File: src/rtl/avalon_input_port.sv
// Avalon-MM input PIO for the board's slider switches and pushbuttons.
// Pins are synchronized and debounced; switch changes and key presses are latched as maskable events.
module avalon_input_port #(
    parameter int DEBOUNCE_CYCLES = 500000,
    parameter int NUM_SW          = 10,
    parameter int NUM_KEY         = 4
) (
    input  logic               clk,
    input  logic               reset_n,
    input  logic [NUM_SW-1:0]  sw,
    input  logic [NUM_KEY-1:0] key,
    input  logic [1:0]         avs_address,
    input  logic               avs_read,
    input  logic               avs_write,
    input  logic [31:0]        avs_writedata,
    output logic [31:0]        avs_readdata,
    output logic               irq
);

    localparam int NUM_IN = NUM_SW + NUM_KEY;
    localparam int CNT_W  = $clog2(DEBOUNCE_CYCLES);

    localparam logic [CNT_W-1:0] CNT_LAST  = CNT_W'(DEBOUNCE_CYCLES - 1);
    localparam logic [CNT_W-1:0] CNT_ONE   = CNT_W'(1);
    localparam logic [31:0]      SW_BITS   = (32'd1 << NUM_SW) - 32'd1;
    localparam logic [31:0]      KEY_BITS  = ((32'd1 << NUM_KEY) - 32'd1) << 16;
    localparam logic [31:0]      IMPL_BITS = SW_BITS | KEY_BITS;

    localparam logic [1:0] ADDR_DATA   = 2'd0;
    localparam logic [1:0] ADDR_MASK   = 2'd1;
    localparam logic [1:0] ADDR_EVENT  = 2'd2;
    localparam logic [1:0] ADDR_STATUS = 2'd3;

    // Internal vectors are {keys, switches}; this places them at the register layout.
    function automatic logic [31:0] to_word(input logic [NUM_IN-1:0] v);
        logic [31:0] w;
        w = 32'(v[NUM_SW-1:0]) | (32'(v[NUM_IN-1:NUM_SW]) << 16);
        return w;
    endfunction

    logic [NUM_SW-1:0]  sw_meta;
    logic [NUM_SW-1:0]  sw_sync;
    logic [NUM_KEY-1:0] key_meta;
    logic [NUM_KEY-1:0] key_sync;

    always_ff @(posedge clk or negedge reset_n) begin
        if (!reset_n) begin
            sw_meta  <= '0;
            sw_sync  <= '0;
            key_meta <= '1;
            key_sync <= '1;
        end else begin
            sw_meta  <= sw;
            sw_sync  <= sw_meta;
            key_meta <= key;
            key_sync <= key_meta;
        end
    end

    logic [NUM_IN-1:0] in_sync;
    logic [NUM_IN-1:0] stable;
    logic [NUM_IN-1:0] pending;
    logic [NUM_IN-1:0] accept;
    logic [NUM_IN-1:0] set_vec;
    logic [CNT_W-1:0]  cnt [NUM_IN];
    logic              busy;

    assign in_sync = {~key_sync, sw_sync};

    always_comb begin
        pending = '0;
        accept  = '0;
        busy    = 1'b0;
        for (int i = 0; i < NUM_IN; i++) begin
            pending[i] = (in_sync[i] != stable[i]);
            accept[i]  = pending[i] && (cnt[i] == CNT_LAST);
            busy       = busy | (cnt[i] != '0);
        end
    end

    // Switches flag any accepted change; keys flag only an accepted press (new value 1).
    assign set_vec = {accept[NUM_IN-1:NUM_SW] & in_sync[NUM_IN-1:NUM_SW],
                      accept[NUM_SW-1:0]};

    always_ff @(posedge clk or negedge reset_n) begin
        if (!reset_n) begin
            stable <= '0;
            for (int i = 0; i < NUM_IN; i++) begin
                cnt[i] <= '0;
            end
        end else begin
            stable <= stable ^ accept;
            for (int i = 0; i < NUM_IN; i++) begin
                if (!pending[i] || accept[i]) begin
                    cnt[i] <= '0;
                end else begin
                    cnt[i] <= cnt[i] + CNT_ONE;
                end
            end
        end
    end

    logic [31:0] stable_word;
    logic [31:0] set_word;
    logic [31:0] mask_q;
    logic [31:0] event_q;
    logic [31:0] event_clr;
    logic        wr_mask;
    logic        wr_event;

    assign stable_word = to_word(stable);
    assign set_word    = to_word(set_vec);
    assign wr_mask     = avs_write && (avs_address == ADDR_MASK);
    assign wr_event    = avs_write && (avs_address == ADDR_EVENT);
    assign event_clr   = wr_event ? (avs_writedata & IMPL_BITS) : 32'd0;

    always_ff @(posedge clk or negedge reset_n) begin
        if (!reset_n) begin
            mask_q       <= '0;
            event_q      <= '0;
            irq          <= 1'b0;
            avs_readdata <= '0;
        end else begin
            if (wr_mask) begin
                mask_q <= avs_writedata & IMPL_BITS;
            end
            // A set arriving in the same cycle as a clear keeps the flag.
            event_q <= (event_q & ~event_clr) | set_word;
            irq     <= |(event_q & mask_q);
            if (avs_read) begin
                case (avs_address)
                    ADDR_DATA:   avs_readdata <= stable_word;
                    ADDR_MASK:   avs_readdata <= mask_q;
                    ADDR_EVENT:  avs_readdata <= event_q;
                    ADDR_STATUS: avs_readdata <= {30'd0, busy, irq};
                    default:     avs_readdata <= '0;
                endcase
            end
        end
    end

endmodule

File: config.mk
export PLATFORM = sky130hd
export DESIGN_NAME = avalon_input_port
export DESIGN_NICKNAME = d
export VERILOG_FILES = /design/src/rtl/avalon_input_port.sv
export SDC_FILE = /design/constraint.sdc
export NUM_CORES = 1
export LEC_CHECK = 0
export CORE_AREA = 3 3 223 225
export DETAILED_ROUTE_END_ITERATION = 8
export DIE_AREA = 0 0 226 228
export DONT_BUFFER_PORTS = 1
export SYNTH_ARGS = -nofsm -noshare
export SYNTH_HDL_FRONTEND = slang
export SYNTH_SLANG_ARGS = --single-unit
File: constraint.sdc
create_clock -name clk -period 2.3 [get_ports clk]
set_clock_uncertainty 0.05 [all_clocks]
set_input_delay 0.46 -clock clk [delete_from_list [all_inputs] [get_ports clk]]
set_output_delay 0.46 -clock clk [all_outputs]
set_load 0.01 [all_outputs]
==> flow_summary.json <==
{
  "setup_viol": 0,
  "cts_num_sinks": 351,
  "cts_buffers": 39,
  "ir_worst_vdd_mv": 0.545,
  "fp.dieH_um": 228,
  "overflow": 0,
  "dp_hpwl_um": 25500,
  "clock_path_buffers": 3,
  "critPathSlowestCell": "or4_4",
  "root_buffer": "clkbuf_16",
  "track_usage": 0.146,
  "portBuffers": 0,
  "final_area_um2": 19400,
  "p_leak_nw": 8.43,
  "power_density_nw_per_um2": 687,
  "fin_hold_ws_ps": -365,
  "path_clk_slew_ps": 60,
  "stdcell_count": 2427,
  "drt_iter0_markers": 706,
  "hold_violations": 343,
  "layout-drive-gt1-share": 0.0917,
  "synth.distinct_cells": 49,
  "final_util": 0.406,
  "dpl_cell_area_um2": 17800,
  "gp_congestion": 0.828,
  "synth_edf_count": 0,
  "crit_path_max_incr_delay_ps": 560,
  "synth-seq-cells": 351,
  "ctsHtreeMaxLevel": 2,
  "die-area_um2": 51500,
  "ff2ff_setup_slack_ps": 70,
  "start_kind": "flop",
  "yosys_warnings": 0,
  "coreArea_um2": 47700,
  "worst_pin_slew_ps": 1450,
  "fp-row-count": 80,
  "fin_nets": 1862,
  "grt_max_degree": 352,
  "avgViaCountPerCell": 4.93,
  "yosysSeqAreaShare": 0.525,
  "num_vias": 11976,
  "rr_worst_depth": 6,
  "max_cap_viol_count": 0,
  "reg2reg_from": "cnt[115]",
  "async_flop_share": 1.00,
  "relSlewSlack": 0.0322,
  "die_w_um": 226,
  "synthToLayoutAreaGrowth_pct": 15.8,
  "cp.required_ps": 2670,
  "dp_cells": 2328,
  "worstPathMaxFanout": 19,
  "rr_endpoint": "cnt[126]",
  "initial_core_util": 0.350,
  "failed_checks": "hold timing",
  "wirelength_um": 37300,
  "drc": 0,
  "cp-startpoint": "cnt[115]",
  "min_period_over_period": 0.969,
  "min_period_ps": 2230,
  "detail-route-antenna-nets": 0,
  "hold_buffers": 28,
  "synth-main-ff-cell": "dfrtp_1",
  "synth_area_um2": 16700,
  "antenna_found_initial": 0,
  "drt_first_pass_iters": 5,
  "path_class": "flop to flop",
  "status": "finished with violations",
  "syn_avg_cell_area_um2": 9.91,
  "ios": 85,
  "n_fill_cell": 4593,
  "arrival_ps": 2600,
  "cts_tree": "built",
  "grt_pass1_vias": 11983,
  "fmax_ghz": 0.449,
  "cts_setup_buffers": 0,
  "cp_cell_sequence": "ha_1 -> nand4_2 -> or4_4 -> o41ai_4 -> buf_6 -> nor2_1",
  "cp-end-kind": "flop",
  "grt_pass1_wl_um": 62200,
  "hp-class": "input port to async pin",
  "clock_latency_ps": 540,
  "slew_violations": 0,
  "wl_per_cell_um": 15.4,
  "netlist_instances": 1689
}
[state kept, by name, summed over array words and instances, names as in the netlist, named ones only]
register      flops
avs_readdata     14
cnt             266
event_q          14
irq               1
key_meta          4
key_sync          4
mask_q           14
stable            1
sw_meta          10
sw_sync          10
[cells in the final DEF (no fill, tap or decap), types with 9 or more instances in the layout]
master and count:
dlygate4sd3_1 28, nand3_1 109, nand2_1 119, mux2i_1 14
xnor2_1 112, conb_1 18, clkbuf_16 40, nor2_1 345
a21oi_1 26, inv_1 68, nor3_1 39, buf_4 52
nand4_1 50, o21ai_0 9, mux2_2 25, xor2_1 138
and3_1 38, clkbuf_8 9, and4_1 11, ha_1 28
nor4_1 67, dfrtp_1 343, clkbuf_1 10
[worst max path at each step]
stage | to | slack (ps)
floorplan | cnt[124] | 90
global placement | flop | 20
detailed placement | flop | -30
CTS | flop | 50
global route | cnt[126] | -10
finish | cnt[126] | 70
[per-layer routing]
metal	vias up	wire [µm]	global-route usage
met3	57	1240	0.0256
li1	5854	-	-
met1	5921	17600	0.202
met4	0	868	0.0389
met2	144	17600	0.236
met5	-	0	0
[cell usage after synthesis (9+ instances only)]
master    count  area, µm²
dfrtp_1     343       8580
nor3_1       39        195
ha_1         28        350
nand3_1     109        546
buf_2        11       55.1
nor4_1       71        444
xor2_1      138       1210
buf_4        19        143
a21oi_1      26        130
clkbuf_1     15       56.3
and4_1       11       96.3
xnor2_1     112        981
mux2_2       25        282
o21ai_0       9       45.0
and3_1       38        238
nand4_1      50        313
nand2_1     119        447
nor2_1      345       1290
mux2i_1      14        140
inv_1        68        255
[area by class of cell]
cell class | instances | area (µm²) | area share
inverter | 68 | 255 | 0.0132
tap | 615 | 769 | 0.0397
clock buffer | 59 | 1160 | 0.0600
timing repair buffer | 86 | 782 | 0.0404
multi-input combinational | 1236 | 7490 | 0.387
sequential | 351 | 8790 | 0.454
clock inverter | 11 | 123 | 0.00633
antenna | 1 | 2.50 | 0.000129
[kinds of logic (layout without fill, tap and decap cells)]
kind of cell	Yosys count	count (layout)	share of synthesized area
muxes	40	40	0.0265
xor gates and xnor gates	250	250	0.131
other	1	19	0.000224
and+or+nand+nor	845	845	0.242
DFF	351	351	0.525
adders and majority gates	28	28	0.0209
buffers and inverters	119	224	0.0327
AOI/OAI and AO/OA	55	55	0.0214
[power by group]
| group | leakage, nW | switching [mW] | internal, mW |
|---|---|---|---|
| Combinational | 3.06 | 0.302 | 0.262 |
| Clock | 0.633 | 2.50 | 3.72 |
| Sequential | 4.74 | 0.178 | 6.35 |
[critical path: cells and delay by family, from the launching register on]
kind,cells,cell delay [ps]
flip-flops,1,390
buffers and inverters,1,230
AO/OA/AOI/OAI,1,390
AND/OR/NAND/NOR,3,820
adder cells (fa/ha/maj),1,230
[stage by stage]
stage | TNS, ps | total power [mW] | setup WS (ps)
finish | 0 | 13.3 | 70.4
global route | -42.8 | 13.8 | -10.0
CTS | 0 | 13.5 | 50.9
detailed placement | -31.8 | 7.16 | -31.8
global placement | 0 | 7.14 | 20.0
floorplan | 0 | 6.99 | 85.0
[what timing repair did]
| action | CTS | global route |
|---|---|---|
| resized for setup | 1 | 5 |
| endpoints found under the hold margin | 390 | 345 |
| pin swaps | 0 | 1 |
| setup endpoints to repair | 1 | 61 |
Note: power is estimated with default switching activity, not from simulation.
